`src/rtl/rca_seq_ctrl_pkg.sv`:
```
// rtl/rca_seq_ctrl_pkg.sv - shared constants, FSM encoding and index-width helper for rca_seq_ctrl
package rca_seq_ctrl_pkg;

    localparam int SLICE_W = 4;

    typedef enum logic [1:0] {
        ST_IDLE = 2'd0,
        ST_RUN  = 2'd1,
        ST_DONE = 2'd2
    } state_t;

    function automatic int idx_width(input int nslice);
        return (nslice > 1) ? $clog2(nslice) : 1;
    endfunction

endpackage

```
`src/rtl/ripple_carry_adder.sv`:
```
// rtl/ripple_carry_adder.sv - combinational SLICE_W-bit ripple carry adder
module ripple_carry_adder
    import rca_seq_ctrl_pkg::*;
(
    input  logic [SLICE_W-1:0] a,
    input  logic [SLICE_W-1:0] b,
    input  logic               cin,
    output logic [SLICE_W-1:0] sum,
    output logic               carry
);

    logic w_c;

    always_comb begin
        w_c = cin;
        sum = '0;
        for (int i = 0; i < SLICE_W; i++) begin
            sum[i] = a[i] ^ b[i] ^ w_c;
            w_c    = (a[i] & b[i]) | (w_c & (a[i] ^ b[i]));
        end
        carry = w_c;
    end

endmodule

```
`src/rtl/rca_seq_ctrl.sv`:
```
// rtl/rca_seq_ctrl.sv - wide add sequencer over one 4-bit ripple adder, one slice per clock
// Optional subtract mode enabled by macro RCA_SUB_EN.
module rca_seq_ctrl
    import rca_seq_ctrl_pkg::*;
#(
    parameter int DATA_W = 16
) (
    input  logic              clk,
    input  logic              rst_n,
    input  logic              in_valid,
    output logic              in_ready,
    input  logic [DATA_W-1:0] op_a,
    input  logic [DATA_W-1:0] op_b,
    input  logic              cin,
`ifdef RCA_SUB_EN
    input  logic              op_sub,
`endif
    output logic              out_valid,
    input  logic              out_ready,
    output logic [DATA_W-1:0] sum,
    output logic              cout,
    output logic              busy
);

    localparam int NSLICE = DATA_W / SLICE_W;
    localparam int IDX_W  = idx_width(NSLICE);

    generate
        if ((DATA_W % SLICE_W) != 0 || DATA_W < SLICE_W) begin : g_bad_width
            $error("rca_seq_ctrl: DATA_W must be a positive multiple of SLICE_W");
        end
    endgenerate

    state_t              r_state;
    logic [IDX_W-1:0]    r_idx;
    logic                r_carry;
    logic [DATA_W-1:0]   r_a;
    logic [DATA_W-1:0]   r_b;
    logic [DATA_W-1:0]   r_sum;
    logic                r_cout;
    logic                r_in_ready;
    logic                r_out_valid;
    logic                r_busy;
`ifdef RCA_SUB_EN
    logic                r_sub;
`endif

    logic [31:0]         w_base;
    logic [SLICE_W-1:0]  w_a_slice;
    logic [SLICE_W-1:0]  w_b_slice;
    logic [SLICE_W-1:0]  w_slice_sum;
    logic                w_slice_carry;

    assign w_base    = 32'(r_idx) * 32'(SLICE_W);
    assign w_a_slice = r_a[w_base +: SLICE_W];
`ifdef RCA_SUB_EN
    // Two's-complement subtract: invert B here, carry reg was preloaded with 1.
    assign w_b_slice = r_sub ? ~r_b[w_base +: SLICE_W] : r_b[w_base +: SLICE_W];
`else
    assign w_b_slice = r_b[w_base +: SLICE_W];
`endif

    ripple_carry_adder u_adder (
        .a     (w_a_slice),
        .b     (w_b_slice),
        .cin   (r_carry),
        .sum   (w_slice_sum),
        .carry (w_slice_carry)
    );

    always_ff @(posedge clk or negedge rst_n) begin
        if (!rst_n) begin
            r_state     <= ST_IDLE;
            r_idx       <= '0;
            r_carry     <= 1'b0;
            r_a         <= '0;
            r_b         <= '0;
            r_sum       <= '0;
            r_cout      <= 1'b0;
            r_in_ready  <= 1'b1;
            r_out_valid <= 1'b0;
            r_busy      <= 1'b0;
`ifdef RCA_SUB_EN
            r_sub       <= 1'b0;
`endif
        end else begin
            case (r_state)
                ST_IDLE: begin
                    if (in_valid) begin
                        r_a        <= op_a;
                        r_b        <= op_b;
`ifdef RCA_SUB_EN
                        r_sub      <= op_sub;
                        r_carry    <= op_sub ? 1'b1 : cin;
`else
                        r_carry    <= cin;
`endif
                        r_idx      <= '0;
                        r_state    <= ST_RUN;
                        r_in_ready <= 1'b0;
                        r_busy     <= 1'b1;
                    end
                end
                ST_RUN: begin
                    r_sum[w_base +: SLICE_W] <= w_slice_sum;
                    r_carry                  <= w_slice_carry;
                    if (r_idx == IDX_W'(NSLICE - 1)) begin
                        r_idx       <= '0;
                        r_cout      <= w_slice_carry;
                        r_out_valid <= 1'b1;
                        r_state     <= ST_DONE;
                    end else begin
                        r_idx <= r_idx + 1'b1;
                    end
                end
                ST_DONE: begin
                    if (out_ready) begin
                        r_out_valid <= 1'b0;
                        r_busy      <= 1'b0;
                        r_in_ready  <= 1'b1;
                        r_state     <= ST_IDLE;
                    end
                end
                default: begin
                    r_state     <= ST_IDLE;
                    r_in_ready  <= 1'b1;
                    r_out_valid <= 1'b0;
                    r_busy      <= 1'b0;
                end
            endcase
        end
    end

    assign in_ready  = r_in_ready;
    assign out_valid = r_out_valid;
    assign sum       = r_sum;
    assign cout      = r_cout;
    assign busy      = r_busy;

endmodule
```
`config.mk`:
```
export PLATFORM = sky130hd
export DESIGN_NAME = rca_seq_ctrl
export DESIGN_NICKNAME = d
export VERILOG_FILES = /design/src/rtl/rca_seq_ctrl_pkg.sv /design/src/rtl/ripple_carry_adder.sv /design/src/rtl/rca_seq_ctrl.sv
export SDC_FILE = /design/constraint.sdc
export NUM_CORES = 1
export LEC_CHECK = 0
export CORE_MARGIN = 2
export CORE_UTILIZATION = 35
export DETAILED_ROUTE_END_ITERATION = 6
export PLACE_DENSITY = 0.59
export SYNTH_ARGS = -nofsm -noshare
export SYNTH_HDL_FRONTEND = slang
export SYNTH_HIERARCHICAL = 1
export SYNTH_SLANG_ARGS = --single-unit
```
`constraint.sdc`:
```
create_clock -name clk -period 4.4 [get_ports clk]
set_input_delay 0.66 -clock clk [delete_from_list [all_inputs] [get_ports clk]]
set_output_delay 0.66 -clock clk [all_outputs]
set_load 0.05 [all_outputs]
```
---- Yosys cells after proc, flatten, opt, wreduce, memory -nomap -nowiden ----
Cells that the tools add are included.
word-level totals
  logic and storage cells ................. 70
  output and inout port bits .............. 20
  bits of input ports ..................... 37
  register bits ........................... 57
cells by class
  muxes and demuxes ....................... 18
  reductions and logical operators ........ 8
  shift operators ......................... 4
  equal/unequal tests ..................... 6
  add/sub/neg operators ................... 2
  bitwise logic cells ..................... 22
operators with widths
  cell                                                   count
  negation 4 -> 34 bit                                   1
  variable shift 4 x 34 -> 16 bit, first input constant  1
  variable part select 4 x 34 -> 16 bit                  1
  variable part select 16 x 5 -> 4 bit                   2
  bitwise mux 16 bit                                     1
  2-to-1 mux 2 bit                                       5
  one-hot mux 1 bit (3 select lines)                     3
  AND reduction 3 bit                                    3
  bitwise AND 1 bit                                      8
  bitwise XOR 1 bit                                      8
  2-to-1 mux 1 bit                                       6
  inequality test 2 bit, second input constant           3
  one-hot mux 2 bit (3 select lines)                     1
  AND reduction 2 bit                                    3
  equality test 2 bit, second input constant             2
  bitwise OR 1 bit                                       4
  one-hot mux 2 bit (2 select lines)                     1
  adder 2 x 1 -> 2 bit, second input constant            1
  equality test 2 x 1 -> 1 bit, second input constant    1
  zero test 2 bit                                        1
  inverter 1 bit                                         2
  one-hot mux 1 bit (2 select lines)                     1
  nonzero test 2 bit                                     1

---- Depth between registers and ports, before layout ----
  depth after elaboration ................. 11
  mapped depth ............................ 13

---- Modules after synthesis ----
Netlist, hierarchy kept.
modules (own cells, without submodules)
  module              cells an instance  sequential area each (µm²)  area an instance (µm²)  instances
  rca_seq_ctrl        196                1427.6                      2733.9                  1
  ripple_carry_adder  14                 0.0                         117.6                   1

---- Least setup slack after synthesis ----
Ideal clock, no wire load.
  path type ............................... reg-to-reg
  start ................................... register r_idx[0]
  end ..................................... register r_sum[3], in the netlist sum[3]
  cell stages (with the launch flop) ...... 14
  slack ................................... 1.377 ns
  buffers on the path ..................... 2
  period minus slack after synthesis ...... 3.023 ns
  data arrival time ....................... 2.945 ns
  cells stage by stage .................... dfrtp_1 buf_4 buf_6 mux4_2 fa_1 inv_1 fa_1 inv_1 fa_1 inv_1 fa_1 inv_1 nand3_1 o2bb2ai_1
on the way
  cells in the longest elaborated chain, start to end .. 11
ends and longest elaborated chain
  item                                     RTL line                  RTL
  start, declared                          rca_seq_ctrl.sv:35        logic [IDX_W-1:0] r_idx;
  start signal, assigned                   rca_seq_ctrl.sv:113       r_idx <= r_idx + 1'b1;
  variable part select 16 x 5 -> 4 bit *   rca_seq_ctrl.sv:55        assign w_a_slice = r_a[w_base +: SLICE_W];
  via w_a_slice[0]                         rca_seq_ctrl.sv:49        logic [SLICE_W-1:0] w_a_slice;
  bitwise XOR 1 bit                        ripple_carry_adder.sv:19  w_c = (a[i] & b[i]) | (w_c & (a[i] ^ b[i]));
  bitwise AND 1 bit                        ripple_carry_adder.sv:19
  bitwise OR 1 bit *                       ripple_carry_adder.sv:19
  bitwise AND 1 bit *                      ripple_carry_adder.sv:19
  bitwise OR 1 bit *                       ripple_carry_adder.sv:19
  bitwise AND 1 bit *                      ripple_carry_adder.sv:19
  bitwise OR 1 bit *                       ripple_carry_adder.sv:19
  bitwise XOR 1 bit *                      ripple_carry_adder.sv:18  sum[i] = a[i] ^ b[i] ^ w_c;
  via w_slice_sum[3]                       rca_seq_ctrl.sv:51        logic [SLICE_W-1:0] w_slice_sum;
  variable part select 4 x 34 -> 16 bit *  rca_seq_ctrl.sv:105       r_sum[w_base +: SLICE_W] <= w_slice_sum;
  bitwise mux 16 bit *                     rca_seq_ctrl.sv:105
  end signal, assigned by index            rca_seq_ctrl.sv:105
  end, declared                            rca_seq_ctrl.sv:39        logic [DATA_W-1:0] r_sum;
The timed path passes the listed nets; every way through them passes the cells marked *.
A chain may end at the register's enable or synchronous reset.

---- Worst setup path in the final report ----
  start ................................... register r_idx[0]
  end ..................................... register r_sum[15], in the netlist sum[15]
The elaborated chain is that of the path after synthesis.

==> results_dict.tcl <==
set metrics [dict create \
    status "finished clean" \
    crit_start "r_idx[0]" \
    drive_above_1_share_pct 24.5 \
    cp_max_fo 6 \
    synth_area_leaders "dfrtp_1, mux2_4, mux4_2, nand2_1, fa_1" \
    dr.pass1.iters 5 \
    final_hold_viol_count 0 \
    finalSetupViolations 0 \
    place_area_um2 3440 \
    worstPathRequired_ns 4.65 \
    wl_um 5280 \
    fin_worst_skew_ns 0.0115 \
    grt_setup_unrepaired "false" \
    ctsHoldBuffers 0 \
    grt_max_degree 58 \
    synth_most_common_cell "dfrtp_1" \
    top_usage_layer "met1" \
    start_util_pct 36.5 \
    worst_pin_slew_ns 0.710 \
    synth_fp_nets 257 \
    cp-end-kind "register" \
    ys.flop_type "dfrtp_1" \
    pin_count 57 \
    finalCritPeriodShare_pct 70.5 \
    syn-cell-area_um2 2850 \
    rows 32 \
    grt_pass1_vias 1760 \
    grt_pass1_wl_um 8930 \
    routed_via_density 4.73 \
    wl_per_cell_um 14.0 \
    fin_area_um2 3620 \
    power_density_nw_per_um2 837 \
    utilization_pct 46.4 \
    ir_worst_vdd_mv 0.324 \
    ys_ff_latch 57 \
    drv_cap 0 \
    cts_max_level 3 \
    postRouteAntennaNets 0 \
    final.setup.tns_ns 0 \
    instances_no_fill 376 \
    post_cts_buffers 0 \
    met3_usage_pct 4.57 \
    reg2reg_from "r_idx[0]" \
    antenna_found_initial 0 \
    ys_async_sr_fraction_pct 100 \
    ctsResizeCount 0 \
    core_area_um2 7810 \
    avgSynthCellArea_um2 13.6 \
    die_area_um2 8880 \
    leakagePower_nw 1.59 \
    grt_use_met1_pct 19.4 \
    fp.dieH_um 94.3 \
    yosysUniqueCellTypes 31 \
    n_fill_cell 722 \
    root_buffer "clkbuf_8" \
    hpwl_um 3810 \
    max_freq_mhz 322 \
    tritoncts "done" \
    track_usage_pct 13.4 \
    clockBufferDepth 2 \
    slew_headroom_pct 52.7 \
    diodes 0 \
    clk_pin_slew_worst_paths_ns 0.06 \
    clkSinkCount 57 \
    cp.arrival_ns 3.35 \
    overflow 0 \
    nNetsFinal 316 \
    netlist.area_leader.share_pct 49.1 \
    synth_commonest_cells "dfrtp_1, mux2_4, nand2_1" \
    area_delta_synth_final_pct 27.1 \
    whs_ns 0.470 \
    drt_iter0_drc 74 \
    yosysSeqAreaShare_pct 50.1 \
    regToRegSetupSlack_ns 1.30 \
    dp_cells 360 \
    hold_class "input port to async pin" \
    yosysTopAreaCell "dfrtp_1" \
    num_vias 1780 \
    min_period_ns 3.10 \
    place_congestion 0.733 \
    start_kind "register" \
    cts_buffers 9 \
    portBuffers 56 \
    drv_slew 0 \
    insertion_delay_ns 0.34 \
    syn_inst 210 \
    worstSetupPathType "register to register" \
    synth-edff-count 0 \
    use_met2_pct 18.5 \
    drc_errors 0 \
    die_width_um 94.3 \
    synth_warnings 6 \
]
## registers in the layout, summed over array words and instances (netlist names)
name / count
r_a: 16
r_b: 16
sum: 16
r_idx: 2
r_state: 2
busy: 1
cout: 1
in_ready: 1
out_valid: 1
r_carry: 1
## kinds of logic (layout without fill, tap and decap cells)
kind of cell | count (synthesis) | in the layout | share of synthesized area [%]
flops | 57 | 57 | 50.1
mux | 42 | 42 | 23.7
compound gates | 26 | 26 | 5.88
fa+ha+maj | 10 | 10 | 5.44
buf+inv | 26 | 90 | 5.97
simple gates | 49 | 49 | 9.00
## area by class of cell
class	count	area, um2	share of cell area (%)
Clock buffer	11	151	4.18
Clock inverter	5	30.0	0.828
Inverter	15	56.3	1.55
Multi-Input combinational cell	127	1250	34.6
Sequential cell	57	1430	39.4
Tap cell	102	128	3.52
Timing Repair Buffer	59	578	15.9
## worst paths after layout
check	endpoint	cells past startpoint
max in group asynchronous	r_state[1]	2
setup / recovery	sum[15]	11
hold / removal	r_b[1]	2
hold reg to reg	sum[5]	2
min in group clk	sum[5]	2
setup reg to reg	sum[15]	11
## critical path, cell delays in order (launching register included)
cell     delay, ns
dfrtp_1       0.53
mux4_2        0.58
fa_1          0.43
inv_1         0.07
fa_1          0.15
inv_1         0.05
fa_1          0.35
inv_1         0.08
fa_1          0.40
inv_1         0.13
nand2_1       0.07
o21ai_0       0.18
## metrics by stage
stage / setup slack [ns] / power (mW)
after floorplan: 1.38 / 2.20
after global routing: 1.03 / 3.27
final: 1.30 / 3.03
after CTS: 1.27 / 3.07
after detailed placement: 1.28 / 2.62
after global placement: 1.42 / 2.61
## report_power, final
part	total (mW)	leakage (nW)	internal, mW	switching [mW]
combinational	1.62	0.797	0.758	0.864
clock	0.437	0.0911	0.231	0.206
sequential	0.974	0.703	0.775	0.199
## layer usage
layer | wire length (um) | vias to the layer above | part of all wire [%]
met5 | 0 | - | 0
met4 | 68 | 0 | 1.3
met2 | 2250 | 54 | 43
li1 | - | 849 | -
met3 | 295 | 5 | 5.6
met1 | 2670 | 872 | 51
## layout by cell type, fill, tap and decap left out
| master | n |
|---|---|
| nor2_1 | 8 |
| buf_4 | 3 |
| o22ai_1 | 1 |
| inv_1 | 15 |
| and4_1 | 1 |
| mux2i_1 | 1 |
| nor4b_2 | 1 |
| a21oi_1 | 3 |
| mux2_4 | 30 |
| and2b_1 | 1 |
| a22oi_1 | 1 |
| o2bb2ai_1 | 4 |
| clkinv_2 | 3 |
| fa_1 | 4 |
| nand3_1 | 4 |
| a22o_1 | 4 |
| buf_2 | 1 |
| ha_1 | 6 |
| clkbuf_8 | 11 |
| o22a_1 | 1 |
| nor2b_4 | 2 |
| mux2_2 | 3 |
| dfstp_2 | 1 |
| nand2_1 | 27 |
| o21ai_0 | 12 |
| clkdlybuf4s50_1 | 55 |
| nand3b_1 | 2 |
| clkinvlp_4 | 2 |
| nor2b_1 | 1 |
| mux4_2 | 8 |
| dfrtp_1 | 56 |
| and4bb_2 | 2 |
Power figures use the tool's default switching activity.
==> variant: new RTL, same settings <==
Encoding of `state_t`: now one-hot (3 bits for 3 states).
--- a/src/rtl/rca_seq_ctrl_pkg.sv
+++ b/src/rtl/rca_seq_ctrl_pkg.sv
@@ -3,10 +3,10 @@
 
     localparam int SLICE_W = 4;
 
-    typedef enum logic [1:0] {
-        ST_IDLE = 2'd0,
-        ST_RUN  = 2'd1,
-        ST_DONE = 2'd2
+    typedef enum logic [2:0] {
+        ST_IDLE = 3'b001,
+        ST_RUN  = 3'b010,
+        ST_DONE = 3'b100
     } state_t;
 
     function automatic int idx_width(input int nslice);
Behaviour: same outputs for any inputs over 10 cycles, from zero or initial values and one cycle with rst_n low; not proved beyond that.
==> variant against the unedited design <==
- cell area is 0.31% lower
- total power down 16%
- area after synthesis is 1.2% lower
- global-route usage up 0.38 points
- sequential cell count grew 1
- clock skew is 0.0035 ns lower
- highest routed layer unchanged
- setup slack got worse by 0.21 ns
- sequential power is 7.6% lower
- die area decreased by 1.2%
- routed wire length grew 5.0%
==> variant: results (changes against the unedited design) <==
The final antenna diode count is 0 (unchanged). The multi-input combinational cell count came out at 120 (-5.5%). The count of cells along the worst register-to-register path was 12 (+1). The met3 usage came out at 5.538% (+0.96 points).

The share of power burned in combinational logic is 44.5% (-9.0 points). The routed length on met1 was 2572 microns (-3.7%). The number of instances in the synthesized netlist is 203 (-3.3%).

On the critical path, the stage with the largest delay is an instance of sky130_fd_sc_hd__dfrtp_1. The first-pass GRT wire length came out at 9018 microns (+1.0%). The worst clock skew on the final layout is 0.007994 ns (-0.003485 ns). The leakage power came out at 1.547 nW (-2.8%). The latest clock arrival within the worst-skew pair is 0.34 ns (about the same). The critical-path maximum fanout was 12 (+6). The routed length on met2 is 2640 microns (+18%). The H-tree depth reported by CTS is 3 (unchanged). The layout cell share with drive strength beyond 1 came to 24.44% (about the same). The slew at the pin closest to its max-slew limit is 1.005 ns (+0.2952 ns). The global routing usage summed across all routing layers is 13.79% (+0.38 points).

The multi-input gate share of the layout cell area is 33.31% (-1.3 points). The sequential-to-total area share from yosys stat came out at 51.62% (+1.6 points). The HPWL after detailed placement is 3972 microns (+4.2%).

The flow ran to the end, and the final reports show no timing, DRC or antenna violations. The net count after synthesis came to 250 (-2.7%). The wire length on met3 is 272 microns (-7.8%). The standard cell area after detailed placement was 0.003408 sq mm (-1.0%). The total of plain and repair buffers excluding clock buffers is 58 (-1.7%). The area of combinational cells with multiple inputs came out at 0.001204 sq mm (-4.0%).

The worst reg-to-reg setup slack is 1.09 ns (-0.21 ns). The final weighted congestion in routability-driven placement is 0.7468 (+1.8%). The number of design-rule violations left by the first detailed-router iteration came out at 69 (-6.8%).

The pin count of the biggest net entering global routing came out at 59 (+1.7%). The non-clock inverter count in the final layout came to 14 (-1). The sequential cell area share is 40.24% (+0.85 points). The power in sequential cells is 0.000900 W (-7.6%). The number of optimization iterations in the first detailed-route pass came out at 4 (-1).

The routed wire length came out at 5545 microns (+5.0%). The cell count after placement is 352 (-2.2%). The count of clock tree sinks was 58 (+1.8%).

The switching share of total power is 37.63% (-4.2 points). The detailed-route vias per instance came out at 4.823 (+1.9%). The portion of the layout cell area used by non-clock buffers came out at 15.79% (-0.16 points). The number of standard cells in the final layout excluding fillers came out at 368 (-2.1%). After synthesis, the most frequently instantiated cells are sky130_fd_sc_hd__dfrtp_1, sky130_fd_sc_hd__mux2_2, sky130_fd_sc_hd__nand2_1. The number of unique standard cell types used by synthesis is 39 (+26%).

The clock tree buffer count of the final layout was 12 (+1). met2 is the most crowded layer. The proportion of cell area spent on the clock network was 5.679% (+0.67 points). The met2 usage in global routing came out at 21.31% (+2.9 points).

The reg-to-reg critical path endpoint is sum[11]$_DFFE_PN0P_. Yosys attributes the largest share of cell area to sky130_fd_sc_hd__dfrtp_1, sky130_fd_sc_hd__mux2_2, sky130_fd_sc_hd__mux4_2.
==> variant: cell count changes after synthesis, moves of 3 or more <==
cell | before | now
sky130_fd_sc_hd__nand3_1 | 4 | 0
sky130_fd_sc_hd__o21ai_0 | 12 | 7
sky130_fd_sc_hd__o2bb2ai_1 | 4 | 0
sky130_fd_sc_hd__a21boi_0 | 0 | 4
sky130_fd_sc_hd__a2bb2oi_1 | 0 | 4
sky130_fd_sc_hd__mux2_2 | 3 | 27
sky130_fd_sc_hd__nand2_1 | 27 | 15
sky130_fd_sc_hd__nor2_1 | 8 | 4
sky130_fd_sc_hd__mux2_4 | 30 | 6
sky130_fd_sc_hd__a41o_1 | 0 | 4
sky130_fd_sc_hd__a22o_1 | 4 | 9
sky130_fd_sc_hd__nor4b_1 | 0 | 3
==> variant: metrics by stage <==
step | total power (W) | worst slack [ns] | hold slack, ns | utilization (%)
floorplan | 0.001754 | 1.262 | 0.3644 | -
global placement | 0.002032 | 1.171 | 0.4680 | 43.88
detailed placement | 0.002066 | 1.062 | 0.4805 | 43.88
CTS | 0.002579 | 1.041 | 0.4873 | 46.52
global route | 0.002725 | 0.8570 | 0.4971 | 46.52
finish | 0.002533 | 1.086 | 0.4673 | 46.52
==> variant: cell families after synthesis <==
family                   share of synthesized area [%]
AO/OA/AOI/OAI                                    8.485
flip-flops                                       51.62
multiplexers                                     20.75
buffers and inverters                            5.642
AND/OR/NAND/NOR                                  7.997
adder cells (fa/ha/maj)                          5.509
==> variant: critical path, delay by kind of cell, from the launching register on <==
family / cells / cell delay, ns
fa+ha+maj: 4 / 1.32
compound gates: 1 / 0.15
flops: 1 / 0.59
simple gates: 1 / 0.06
mux: 1 / 0.53
buf+inv: 5 / 0.59
